$ cat config.mk
export PLATFORM = sky130hd
export DESIGN_NAME = wb_app_responder_flat
export DESIGN_NICKNAME = d
export VERILOG_FILES = /design/src/rtl/wb_app_pkg.sv /design/src/rtl/wb_app_responder_if.sv /design/src/rtl/wb_app_responder.sv /design/src/flat_wrapper.sv
export SDC_FILE = /design/constraint.sdc
export NUM_CORES = 1
export LEC_CHECK = 0
export CAP_MARGIN = 30
export CORE_AREA = 2 2 237 239
export DETAILED_ROUTE_END_ITERATION = 7
export DIE_AREA = 0 0 239 241
export DONT_BUFFER_PORTS = 1
export PLACE_DENSITY_LB_ADDON = 0.3
export SLEW_MARGIN = 30
export SYNTH_ARGS = -nofsm -noshare
export SYNTH_HDL_FRONTEND = slang
export SYNTH_SLANG_ARGS = --single-unit
export TNS_END_PERCENT = 100
$ cat constraint.sdc
create_clock -name user_clk_i -period 1.7 [get_ports user_clk_i]
set_input_delay 0.34 -clock user_clk_i [delete_from_list [all_inputs] [get_ports user_clk_i]]
set_output_delay 0.34 -clock user_clk_i [all_outputs]
set_load 0.05 [all_outputs]
$ cat src/rtl/wb_app_pkg.sv
// Shared types and helpers for the Wishbone-to-app-interface responder.
// Contents:
//   wb_app_state_t     responder FSM states
//   APP_CMD_WRITE/READ native app interface command encodings
//   word_to_app_addr   byte address -> app column address
package wb_app_pkg;

  typedef enum logic [2:0] {
    StIdle,
    StWr,
    StRdCmd,
    StRdWait,
    StResp
  } wb_app_state_t;

  localparam logic [2:0] APP_CMD_WRITE = 3'b000;
  localparam logic [2:0] APP_CMD_READ  = 3'b001;

  // Drop the byte offset within a data word, then scale the word index to
  // the column granularity the app interface expects.
  function automatic logic [31:0] word_to_app_addr(input logic [31:0] byte_addr,
                                                   input int unsigned off_bits,
                                                   input int unsigned shift);
    return (byte_addr >> off_bits) << shift;
  endfunction

endpackage

$ cat src/rtl/wb_app_responder_if.sv
// Bus bundle for wb_app_responder: Wishbone classic target side, MIG-style
// native app interface (cmd/wdf/rd channels), calibration status and busy.
// Signal suffixes are from the responder's point of view.
// Modports:
//   slave  - the responder
//   master - initiator plus PHY/UI model (drives every responder input)
interface wb_app_responder_if #(
  parameter int unsigned WORD_SIZE  = 128,
  parameter int unsigned APP_ADDR_W = 28
);
  logic                    cyc_i;
  logic                    stb_i;
  logic                    we_i;
  logic [31:0]             addr_i;
  logic [WORD_SIZE-1:0]    data_i;
  logic [WORD_SIZE-1:0]    data_o;
  logic                    ack_o;
  logic                    err_o;
  logic                    busy_o;
  logic                    calib_done_i;
  logic [APP_ADDR_W-1:0]   app_addr_o;
  logic [2:0]              app_cmd_o;
  logic                    app_en_o;
  logic                    app_rdy_i;
  logic [WORD_SIZE-1:0]    app_wdf_data_o;
  logic                    app_wdf_wren_o;
  logic                    app_wdf_end_o;
  logic [WORD_SIZE/8-1:0]  app_wdf_mask_o;
  logic                    app_wdf_rdy_i;
  logic [WORD_SIZE-1:0]    app_rd_data_i;
  logic                    app_rd_data_valid_i;

  modport slave (
    input  cyc_i, stb_i, we_i, addr_i, data_i, calib_done_i,
           app_rdy_i, app_wdf_rdy_i, app_rd_data_i, app_rd_data_valid_i,
    output data_o, ack_o, err_o, busy_o, app_addr_o, app_cmd_o, app_en_o,
           app_wdf_data_o, app_wdf_wren_o, app_wdf_end_o, app_wdf_mask_o
  );

  modport master (
    output cyc_i, stb_i, we_i, addr_i, data_i, calib_done_i,
           app_rdy_i, app_wdf_rdy_i, app_rd_data_i, app_rd_data_valid_i,
    input  data_o, ack_o, err_o, busy_o, app_addr_o, app_cmd_o, app_en_o,
           app_wdf_data_o, app_wdf_wren_o, app_wdf_end_o, app_wdf_mask_o
  );
endinterface

$ cat src/rtl/wb_app_responder.sv
// Wishbone classic responder driving a MIG-style native app interface.
// One outstanding transaction; requests are refused with err_o while the PHY
// is uncalibrated, and a bus timeout turns a stuck transaction into err_o.
// Ports:
//   user_clk_i  user clock, all logic on its rising edge
//   rst_i       synchronous active-high reset
//   bus         wb_app_responder_if.slave (Wishbone + app interface + busy)
module wb_app_responder
  import wb_app_pkg::*;
#(
  parameter int unsigned WORD_SIZE      = 128,
  parameter int unsigned APP_ADDR_W     = 28,
  parameter int unsigned ADDR_SHIFT     = 3,
  parameter int unsigned TIMEOUT_CYCLES = 4096
) (
  input logic                 user_clk_i,
  input logic                 rst_i,
  wb_app_responder_if.slave   bus
);

  localparam int unsigned    OffBits = $clog2(WORD_SIZE / 8);
  localparam int unsigned    CntW    = (TIMEOUT_CYCLES > 2) ? $clog2(TIMEOUT_CYCLES) : 1;
  localparam logic [CntW-1:0] CntLast = CntW'(TIMEOUT_CYCLES - 1);

  wb_app_state_t         state_q, state_d;
  logic                  ack_q, ack_d;
  logic                  err_q, err_d;
  logic                  app_en_q, app_en_d;
  logic                  wdf_wren_q, wdf_wren_d;
  logic                  cmd_done_q, cmd_done_d;
  logic                  wdf_done_q, wdf_done_d;
  logic                  abort_q, abort_d;
  logic [CntW-1:0]       cnt_q, cnt_d;
  logic [WORD_SIZE-1:0]  data_q, data_d;
  logic [APP_ADDR_W-1:0] app_addr_q, app_addr_d;
  logic [2:0]            app_cmd_q, app_cmd_d;
  logic [WORD_SIZE-1:0]  wdf_data_q, wdf_data_d;

  logic req, busy, abort_set, timed_out, cmd_hs, wdf_hs;

  assign req       = bus.cyc_i & bus.stb_i & ~ack_q & ~err_q;
  assign busy      = (state_q != StIdle);
  // Abort is sticky until the response slot so the DRAM side can finish.
  assign abort_set = abort_q | (busy & ~bus.cyc_i);
  assign timed_out = (cnt_q == CntLast);
  assign cmd_hs    = app_en_q & bus.app_rdy_i;
  assign wdf_hs    = wdf_wren_q & bus.app_wdf_rdy_i;

  always_comb begin
    state_d    = state_q;
    ack_d      = 1'b0;
    err_d      = 1'b0;
    app_en_d   = app_en_q;
    wdf_wren_d = wdf_wren_q;
    cmd_done_d = cmd_done_q;
    wdf_done_d = wdf_done_q;
    abort_d    = abort_set;
    cnt_d      = cnt_q;
    data_d     = data_q;
    app_addr_d = app_addr_q;
    app_cmd_d  = app_cmd_q;
    wdf_data_d = wdf_data_q;

    unique case (state_q)
      StIdle: begin
        cnt_d      = '0;
        abort_d    = 1'b0;
        cmd_done_d = 1'b0;
        wdf_done_d = 1'b0;
        if (req) begin
          if (!bus.calib_done_i) begin
            err_d   = 1'b1;
            state_d = StResp;
          end else begin
            app_addr_d = APP_ADDR_W'(word_to_app_addr(bus.addr_i, OffBits, ADDR_SHIFT));
            app_en_d   = 1'b1;
            if (bus.we_i) begin
              app_cmd_d  = APP_CMD_WRITE;
              wdf_data_d = bus.data_i;
              wdf_wren_d = 1'b1;
              state_d    = StWr;
            end else begin
              app_cmd_d = APP_CMD_READ;
              state_d   = StRdCmd;
            end
          end
        end
      end

      StWr: begin
        cnt_d      = cnt_q + 1'b1;
        cmd_done_d = cmd_done_q | cmd_hs;
        wdf_done_d = wdf_done_q | wdf_hs;
        app_en_d   = app_en_q & ~bus.app_rdy_i;
        wdf_wren_d = wdf_wren_q & ~bus.app_wdf_rdy_i;
        if (cmd_done_d && wdf_done_d) begin
          ack_d   = ~abort_set;
          state_d = StResp;
        end else if (timed_out) begin
          app_en_d   = 1'b0;
          wdf_wren_d = 1'b0;
          err_d      = ~abort_set;
          state_d    = StResp;
        end
      end

      StRdCmd: begin
        cnt_d = cnt_q + 1'b1;
        if (cmd_hs) begin
          app_en_d = 1'b0;
          state_d  = StRdWait;
        end else if (timed_out) begin
          app_en_d = 1'b0;
          err_d    = ~abort_set;
          state_d  = StResp;
        end
      end

      StRdWait: begin
        cnt_d = cnt_q + 1'b1;
        if (bus.app_rd_data_valid_i) begin
          data_d  = bus.app_rd_data_i;
          ack_d   = ~abort_set;
          state_d = StResp;
        end else if (timed_out) begin
          err_d   = ~abort_set;
          state_d = StResp;
        end
      end

      StResp: begin
        abort_d = 1'b0;
        state_d = StIdle;
      end

      default: state_d = StIdle;
    endcase
  end

  always_ff @(posedge user_clk_i) begin
    if (rst_i) begin
      state_q    <= StIdle;
      ack_q      <= 1'b0;
      err_q      <= 1'b0;
      app_en_q   <= 1'b0;
      wdf_wren_q <= 1'b0;
      cmd_done_q <= 1'b0;
      wdf_done_q <= 1'b0;
      abort_q    <= 1'b0;
      cnt_q      <= '0;
      data_q     <= '0;
      app_addr_q <= '0;
      app_cmd_q  <= APP_CMD_READ;
      wdf_data_q <= '0;
    end else begin
      state_q    <= state_d;
      ack_q      <= ack_d;
      err_q      <= err_d;
      app_en_q   <= app_en_d;
      wdf_wren_q <= wdf_wren_d;
      cmd_done_q <= cmd_done_d;
      wdf_done_q <= wdf_done_d;
      abort_q    <= abort_d;
      cnt_q      <= cnt_d;
      data_q     <= data_d;
      app_addr_q <= app_addr_d;
      app_cmd_q  <= app_cmd_d;
      wdf_data_q <= wdf_data_d;
    end
  end

  assign bus.data_o         = data_q;
  assign bus.ack_o          = ack_q;
  assign bus.err_o          = err_q;
  assign bus.busy_o         = busy;
  assign bus.app_addr_o     = app_addr_q;
  assign bus.app_cmd_o      = app_cmd_q;
  assign bus.app_en_o       = app_en_q;
  assign bus.app_wdf_data_o = wdf_data_q;
  assign bus.app_wdf_wren_o = wdf_wren_q;
  assign bus.app_wdf_end_o  = wdf_wren_q;
  assign bus.app_wdf_mask_o = '0;

endmodule

$ cat src/flat_wrapper.sv
// flat-port wrapper written by rule: the top's interface ports become plain ports
module wb_app_responder_flat import wb_app_pkg::*;
#(
  parameter int unsigned WORD_SIZE      = 128,
  parameter int unsigned APP_ADDR_W     = 28,
  parameter int unsigned ADDR_SHIFT     = 3,
  parameter int unsigned TIMEOUT_CYCLES = 4096
)
  (user_clk_i, rst_i, bus_cyc_i, bus_stb_i, bus_we_i, bus_addr_i, bus_data_i, bus_calib_done_i, bus_app_rdy_i, bus_app_wdf_rdy_i, bus_app_rd_data_i, bus_app_rd_data_valid_i, bus_data_o, bus_ack_o, bus_err_o, bus_busy_o, bus_app_addr_o, bus_app_cmd_o, bus_app_en_o, bus_app_wdf_data_o, bus_app_wdf_wren_o, bus_app_wdf_end_o, bus_app_wdf_mask_o);
  wb_app_responder_if #(.WORD_SIZE(WORD_SIZE), .APP_ADDR_W(APP_ADDR_W)) bus_i ();
  input logic user_clk_i;
  input logic rst_i;
  input wire logic [$bits(bus_i.cyc_i)-1:0] bus_cyc_i;
  input wire logic [$bits(bus_i.stb_i)-1:0] bus_stb_i;
  input wire logic [$bits(bus_i.we_i)-1:0] bus_we_i;
  input wire logic [$bits(bus_i.addr_i)-1:0] bus_addr_i;
  input wire logic [$bits(bus_i.data_i)-1:0] bus_data_i;
  input wire logic [$bits(bus_i.calib_done_i)-1:0] bus_calib_done_i;
  input wire logic [$bits(bus_i.app_rdy_i)-1:0] bus_app_rdy_i;
  input wire logic [$bits(bus_i.app_wdf_rdy_i)-1:0] bus_app_wdf_rdy_i;
  input wire logic [$bits(bus_i.app_rd_data_i)-1:0] bus_app_rd_data_i;
  input wire logic [$bits(bus_i.app_rd_data_valid_i)-1:0] bus_app_rd_data_valid_i;
  output wire logic [$bits(bus_i.data_o)-1:0] bus_data_o;
  output wire logic [$bits(bus_i.ack_o)-1:0] bus_ack_o;
  output wire logic [$bits(bus_i.err_o)-1:0] bus_err_o;
  output wire logic [$bits(bus_i.busy_o)-1:0] bus_busy_o;
  output wire logic [$bits(bus_i.app_addr_o)-1:0] bus_app_addr_o;
  output wire logic [$bits(bus_i.app_cmd_o)-1:0] bus_app_cmd_o;
  output wire logic [$bits(bus_i.app_en_o)-1:0] bus_app_en_o;
  output wire logic [$bits(bus_i.app_wdf_data_o)-1:0] bus_app_wdf_data_o;
  output wire logic [$bits(bus_i.app_wdf_wren_o)-1:0] bus_app_wdf_wren_o;
  output wire logic [$bits(bus_i.app_wdf_end_o)-1:0] bus_app_wdf_end_o;
  output wire logic [$bits(bus_i.app_wdf_mask_o)-1:0] bus_app_wdf_mask_o;
  assign bus_i.cyc_i = bus_cyc_i;
  assign bus_i.stb_i = bus_stb_i;
  assign bus_i.we_i = bus_we_i;
  assign bus_i.addr_i = bus_addr_i;
  assign bus_i.data_i = bus_data_i;
  assign bus_i.calib_done_i = bus_calib_done_i;
  assign bus_i.app_rdy_i = bus_app_rdy_i;
  assign bus_i.app_wdf_rdy_i = bus_app_wdf_rdy_i;
  assign bus_i.app_rd_data_i = bus_app_rd_data_i;
  assign bus_i.app_rd_data_valid_i = bus_app_rd_data_valid_i;
  assign bus_data_o = bus_i.data_o;
  assign bus_ack_o = bus_i.ack_o;
  assign bus_err_o = bus_i.err_o;
  assign bus_busy_o = bus_i.busy_o;
  assign bus_app_addr_o = bus_i.app_addr_o;
  assign bus_app_cmd_o = bus_i.app_cmd_o;
  assign bus_app_en_o = bus_i.app_en_o;
  assign bus_app_wdf_data_o = bus_i.app_wdf_data_o;
  assign bus_app_wdf_wren_o = bus_i.app_wdf_wren_o;
  assign bus_app_wdf_end_o = bus_i.app_wdf_end_o;
  assign bus_app_wdf_mask_o = bus_i.app_wdf_mask_o;
  wb_app_responder #(.WORD_SIZE(WORD_SIZE), .APP_ADDR_W(APP_ADDR_W), .ADDR_SHIFT(ADDR_SHIFT), .TIMEOUT_CYCLES(TIMEOUT_CYCLES)) u_core (.user_clk_i(user_clk_i), .rst_i(rst_i), .bus(bus_i));
endmodule
==> Word level (Yosys, flattened, before mapping) <==
Index checks and enable logic that the tools add are counted.
{ "classes": {"n_eq_ne": 9, "n_reduce_logical": 13, "addsub": 1, "muxes": 35, "bitwise_logic": 17} }
{ "ops": {"columns": ["op", "count"], "rows": [
  ["$pmux 12 s2", 1],
  ["$mux 1", 20],
  ["$mux 3", 6],
  ["$add 12x1->12 const B", 1],
  ["$eq 12x12->1 const B", 1],
  ["$pmux 3 s4", 1],
  ["$reduce_and 4->1", 3],
  ["$and 1x1->1", 8],
  ["$pmux 1 s2", 4],
  ["$eq 3x2->1 const B", 2],
  ["$not 1->1", 6],
  ["$reduce_bool 3->1", 2],
  ["$reduce_or 3->1", 2],
  ["$ne 2x2->1 const B", 2],
  ["$pmux 1 s4", 1],
  ["$reduce_bool 2->1", 2],
  ["$eq 3x1->1 const B", 1],
  ["$eq 3x3->1 const B", 1],
  ["$logic_not 3->1", 1],
  ["$ne 3x1->1 const B", 1],
  ["$or 1x1->1", 3],
  ["$pmux 1 s3", 1],
  ["$reduce_and 3->1", 1],
  ["$mux 2", 1],
  ["3 further kinds", 3]
]} }
{ "word_totals": {"register_bits": 306} }

==> Longest topological paths before layout <==
{ "depth": {"depth_word": 7, "ltp_mapped": 8, "ltp_nobuf": 5} }

==> Least setup slack after synthesis <==
Ideal clock, no wire load.
{ "synth_timing": {"path_type": "register to register", "startpoint": "register u_core.app_en_q (netlist: u_core.bus.app_en_o)", "endpoint": "register u_core.app_en_q (netlist: u_core.bus.app_en_o)", "t_required_ps": 1588, "n_path_buf": 1, "synth_period_minus_slack_ps": 1867, "setup_slack_ps": -167, "setup_time_ps": 112, "t_arrival_ps": 1755, "path_stages_with_launch": 6, "cell_sequence": "dfxtp_1 > clkbuf_1 > nand3b_1 > nor4b_1 > o221ai_1 > a2111oi_1"} }
{ "synth_between": {"elab_chain_cells": 5} }
{ "synth_rtl": {"columns": ["element", "line_no", "rtl"], "rows": [
  ["start: declaration", "wb_app_responder.sv:28", "logic app_en_q, app_en_d;"],
  ["start signal: assignment", "wb_app_responder.sv:159", "app_en_q <= app_en_d;"],
  ["$and 1x1->1", "wb_app_responder.sv:46", "assign cmd_hs = app_en_q & bus.app_rdy_i;"],
  ["$or 1x1->1", "wb_app_responder.sv:92", "cmd_done_d = cmd_done_q | cmd_hs;"],
  ["$logic_and 1x1->1", "wb_app_responder.sv:96", "if (cmd_done_d && wdf_done_d) begin"],
  ["$mux 1", "wb_app_responder.sv:96", null],
  ["$pmux 1 s3", "wb_app_responder.sv:64", "unique case (state_q)"]
]} }
Several ways; a longest one is shown, not always the timed one.
A chain may end at the register's enable or synchronous reset.

==> Worst setup path in the final report <==
{ "layout_timing": {"startpoint": "register u_core.state_q[0]", "endpoint": "output port bus_busy_o"} }
{ "layout_between": {"elab_chain_cells": 1} }
{ "layout_rtl": {"columns": ["element", "line_no", "rtl"], "rows": [
  ["start: declaration", "wb_app_responder.sv:25", "wb_app_state_t state_q, state_d;"],
  ["start signal: assignment", "wb_app_responder.sv:142", "state_q <= StIdle;"],
  ["start signal: assignment", "wb_app_responder.sv:156", "state_q <= state_d;"],
  ["$reduce_bool 3->1", "wb_app_responder.sv:42", "assign busy = (state_q != StIdle);"],
  ["end: declaration", "flat_wrapper.sv:26", "output wire logic [$bits(bus_i.busy_o)-1:0] bus_busy_o;"]
]} }
No other way between the ends.

==> summary.txt <==
Routing
  – First DRT Iteration DRCs: 522
  – Post-DRT Antenna Nets: 0
  – Average wire per standard cell: 16.78 µm
  – Vias post-DR: 10230
  – Avg Vias per Cell: 4.337
  – Wirelength, routed: 39.58 mm
  – Residual DRC: 0
  – Pre-antenna DRT Iters: 5

Status
  – Failing checks: hold timing
  – Outcome: finished, violations left

Synthesis
  – #FFs+latches synth: 304
  – Mean Syn Cell Area: 7.901 µm²
  – Post-Synthesis Cell Area: 11010 µm²
  – Share of synthesized registers carrying an async set or reset: 0%
  – Syn Inst Count: 1393
  – Ys Warns: 0
  – Main synth FF type: dfxtp_1
  – Post-synth EDFFs: 0
  – Post-synthesis sequential area ratio: 55.30%
  – Count of cell types in the netlist: 47

Clock network
  – Num CTS Buffers: 35
  – H-tree depth: 2
  – Worst-Skew Late Latency: 0.54 ns
  – Clock Tree Root: clkbuf_16
  – Clk sink count: 304
  – Worst-path clk slew: 0.06 ns
  – TritonCTS clock tree: done
  – Clock Tree Buf Depth: 3

Worst setup path
  – Startpoint types: flop
  – Crit path kind: reg2out
  – Worst reg2reg path endpoint: u_core.bus.app_wdf_data_o[4]$_SDFFE_PP0P_
  – Worst EP arrival: 1.33 ns
  – Worst R2R Start: u_core.bus.ack_o$_SDFF_PP0_
  – Worst Path Buf+Inv: 2
  – Crit-path cells: nor3_4, inv_2, buf_8
  – WP depth: 3
  – Crit-path max cell delay: 0.35 ns
  – Worst-path maximum fanout: 5
  – Slowest-stage cell, CP: dfxtp_4
  – Worst r2r path cells: 7
  – Reg2Reg Setup Slack: 0.03 ns
  – CP Data Required Time: 1.36 ns
  – CP startpoint: u_core.state_q[0]$_SDFFE_PP0P_
  – Critical path endpoint category: output port
  – Critical path endpoint: bus_busy_o
  – Cell family with most CP delay: flip-flops

Min path
  – Hold path depth: 1
  – Min-delay worst type: in2reg

Global routing
  – Vias in the first global route: 10020
  – Pin count of the biggest net entering global routing: 294
  – First-pass GRT wire length: 55.86 mm
  – GRT overflow: 0
  – Global-route usage over all layers: 12.40%
  – Initial antenna violation count: 4

Finish
  – Nets: 1927
  – Area grow syn2layout: 43.05%
  – Layout cell share with drive strength beyond 1: 8.888%
  – Final Instance Count excl. Fillers: 2359
  – Post-route cell area: 15740 µm²

Timing
  – Minimum clock period: 1.672 ns
  – Final WS setup: 0.02838 ns
  – Pins over their slew limit: 0
  – Slew @ Worst Pin: 0.6421 ns
  – Maximum clock rate: 0.5982 GHz
  – # setup viols final: 0
  – Relative slew slack: 57.13%
  – Clk_skew: 0.02491 ns
  – Fin crit share: 98.33%
  – Fin. Hold Viols: 44
  – Final hold slack: -0.1213 ns
  – RSZ-0062 raised after global routing: true

Flow run
  – Max-cap violations: 0

Power
  – Clock power frac: 46.8%
  – PD cells: 1035 nW/µm²
  – Gate power share: 6.4%
  – Sw Share: 23.89%
  – Net Sw Power: 3.894 mW
  – Part of the power in registers: 46.7%
  – Worst VDD drop: 0.0006183 V
  – Internal: 12.40 mW
  – Total power: 16.30 mW
  – Static leakage: 5.325 nW

Floorplan
  – Die width: 239 µm
  – Die height: 241 µm
  – Die area: 57600 µm²
  – Initial Util: 20.05%
  – Core area: 54880 µm²
  – Row count: 86
  – Ports: 606

Placement
  – Placed Area: 12050 µm²
  – Placer Congestion: 0.8325
  – DP Wirelength: 26.97 mm
  – Buffers on Ports: 0
  – Placement Setup Slack: -0.03134 ns
  – Placed Cells: 2055
routing by layer:
metal  routed length (µm)  global-route usage, %
met1                14630                  12.82
met2                20150                  22.67
met3                 3644                  4.667
met4                 1106                  4.773
met5                   51                      0
Yosys cell counts (2+ instances only):
cell type	n	area, µm²
a21oi_1	291	1456
o21ai_0	6	30.03
nand3_1	7	35.03
nand2_1	573	2151
nand3b_1	3	22.52
nand2b_1	5	31.28
inv_1	2	7.510
nor3_1	8	40.04
buf_2	24	120.1
nand4_1	3	18.77
dfxtp_1	304	6086
clkbuf_1	59	221.5
xor2_1	3	26.28
buf_4	26	195.2
nor2b_1	4	25.02
nor2_1	22	82.58
nor4_1	3	18.77
buf_1	5	18.77
a32oi_1	2	17.52
xnor2_1	6	52.55
buf_6	10	112.6
nor3b_1	2	15.01
sequential cells by signal, indices dropped and copies added, names as in the netlist:
name                       cells
u_core.bus.app_wdf_data_o    128
u_core.bus.data_o            128
u_core.bus.app_addr_o         25
u_core.cnt_q                  12
u_core.state_q                 3
u_core.abort_q                 1
u_core.bus.ack_o               1
u_core.bus.app_cmd_o           1
u_core.bus.app_en_o            1
u_core.bus.app_wdf_end_o       1
u_core.bus.err_o               1
u_core.cmd_done_q              1
u_core.wdf_done_q              1
worst reg2reg max path, delay by kind of cell, from the launching register on:
family / cells / cell delay, ns
AO/OA/AOI/OAI: 1 / 0.13
buffers and inverters: 3 / 0.43
flip-flops: 1 / 0.31
AND/OR/NAND/NOR: 3 / 0.73
cells by family (layout without fill, tap and decap cells):
| group | after synthesis | after routing | share of synthesized area, % |
|---|---|---|---|
| xor+xnor | 9 | 9 | 0.7163 |
| fa+ha+maj | 1 | 1 | 0.1137 |
| other cells | 1 | 22 | 0.03407 |
| simple gates | 639 | 639 | 22.97 |
| flops | 304 | 304 | 55.30 |
| compound gates | 311 | 311 | 14.61 |
| mux | 1 | 1 | 0.09095 |
| buf+inv | 127 | 368 | 6.173 |
how the worst min path moves through the flow:
stage / from / end / slack, ns
after floorplan: u_core.wdf_done_q$_SDFFE_PP0N_ / u_core.wdf_done_q$_SDFFE_PP0N_ / 0.45
after global placement: rst_i / u_core.bus.app_wdf_data_o[32]$_SDFFE_PP0P_ / 0.43
after detailed placement: rst_i / u_core.bus.app_wdf_data_o[27]$_SDFFE_PP0P_ / 0.43
after CTS: rst_i / u_core.bus.data_o[81]$_SDFFE_PP0P_ / -0.16
after global routing: rst_i / u_core.bus.data_o[85]$_SDFFE_PP0P_ / -0.16
final: rst_i / u_core.bus.data_o[81]$_SDFFE_PP0P_ / -0.12
layout make-up:
class / instances / area [µm²]
Sequential cell: 304 / 6096
Clock inverter: 10 / 140.1
Inverter: 3 / 11.26
Multi-Input combinational cell: 982 / 4388
Timing Repair Buffer: 303 / 3204
Tap cell: 704 / 880.8
Fill cell: 5819 / 39130
Clock buffer: 52 / 1021
Antenna cell: 1 / 2.502
power groups by stage:
stage | clock network, mW | registers (mW) | logic (mW)
after floorplan | 0 | 7.76 | 0.521
after global placement | 0 | 7.77 | 0.544
after detailed placement | 0 | 7.77 | 0.551
after CTS | 7.93 | 7.61 | 1.02
after global routing | 8.17 | 7.62 | 1.13
final | 7.64 | 7.61 | 1.05
repair_timing:
action / CTS / global route
hold endpoints to repair: 291 / 263
gates resized for setup: 6 / 17
hold buffers: 230 / 2
endpoints found under the setup margin: 40 / 99
pin swaps: 1 / 3
cloned: 0 / 3
setup buffers: 3 / 3
placed cells by master (no fill, tap or decap), drive strengths merged, types with 4 or more instances in the layout:
cell,instances
nand2,573
dfxtp,304
a21oi,291
dlygate4sd3,232
buf,68
clkbuf,55
nor2,22
conb,21
nor3,9
nand3,7
xnor2,6
o21ai,6
clkinv,6
nand2b,5
nor2b,4
inv,4
stage by stage:
step	util, %	setup TNS (ns)
2_1_floorplan	-	-0.07949
3_5_place_dp	21.96	-0.05241
6_report	28.69	0
5_1_grt	28.68	-0.09962
4_1_cts	28.34	-0.02909
3_3_place_gp	21.96	0
No activity file was read; power rests on OpenSTA's default activity.
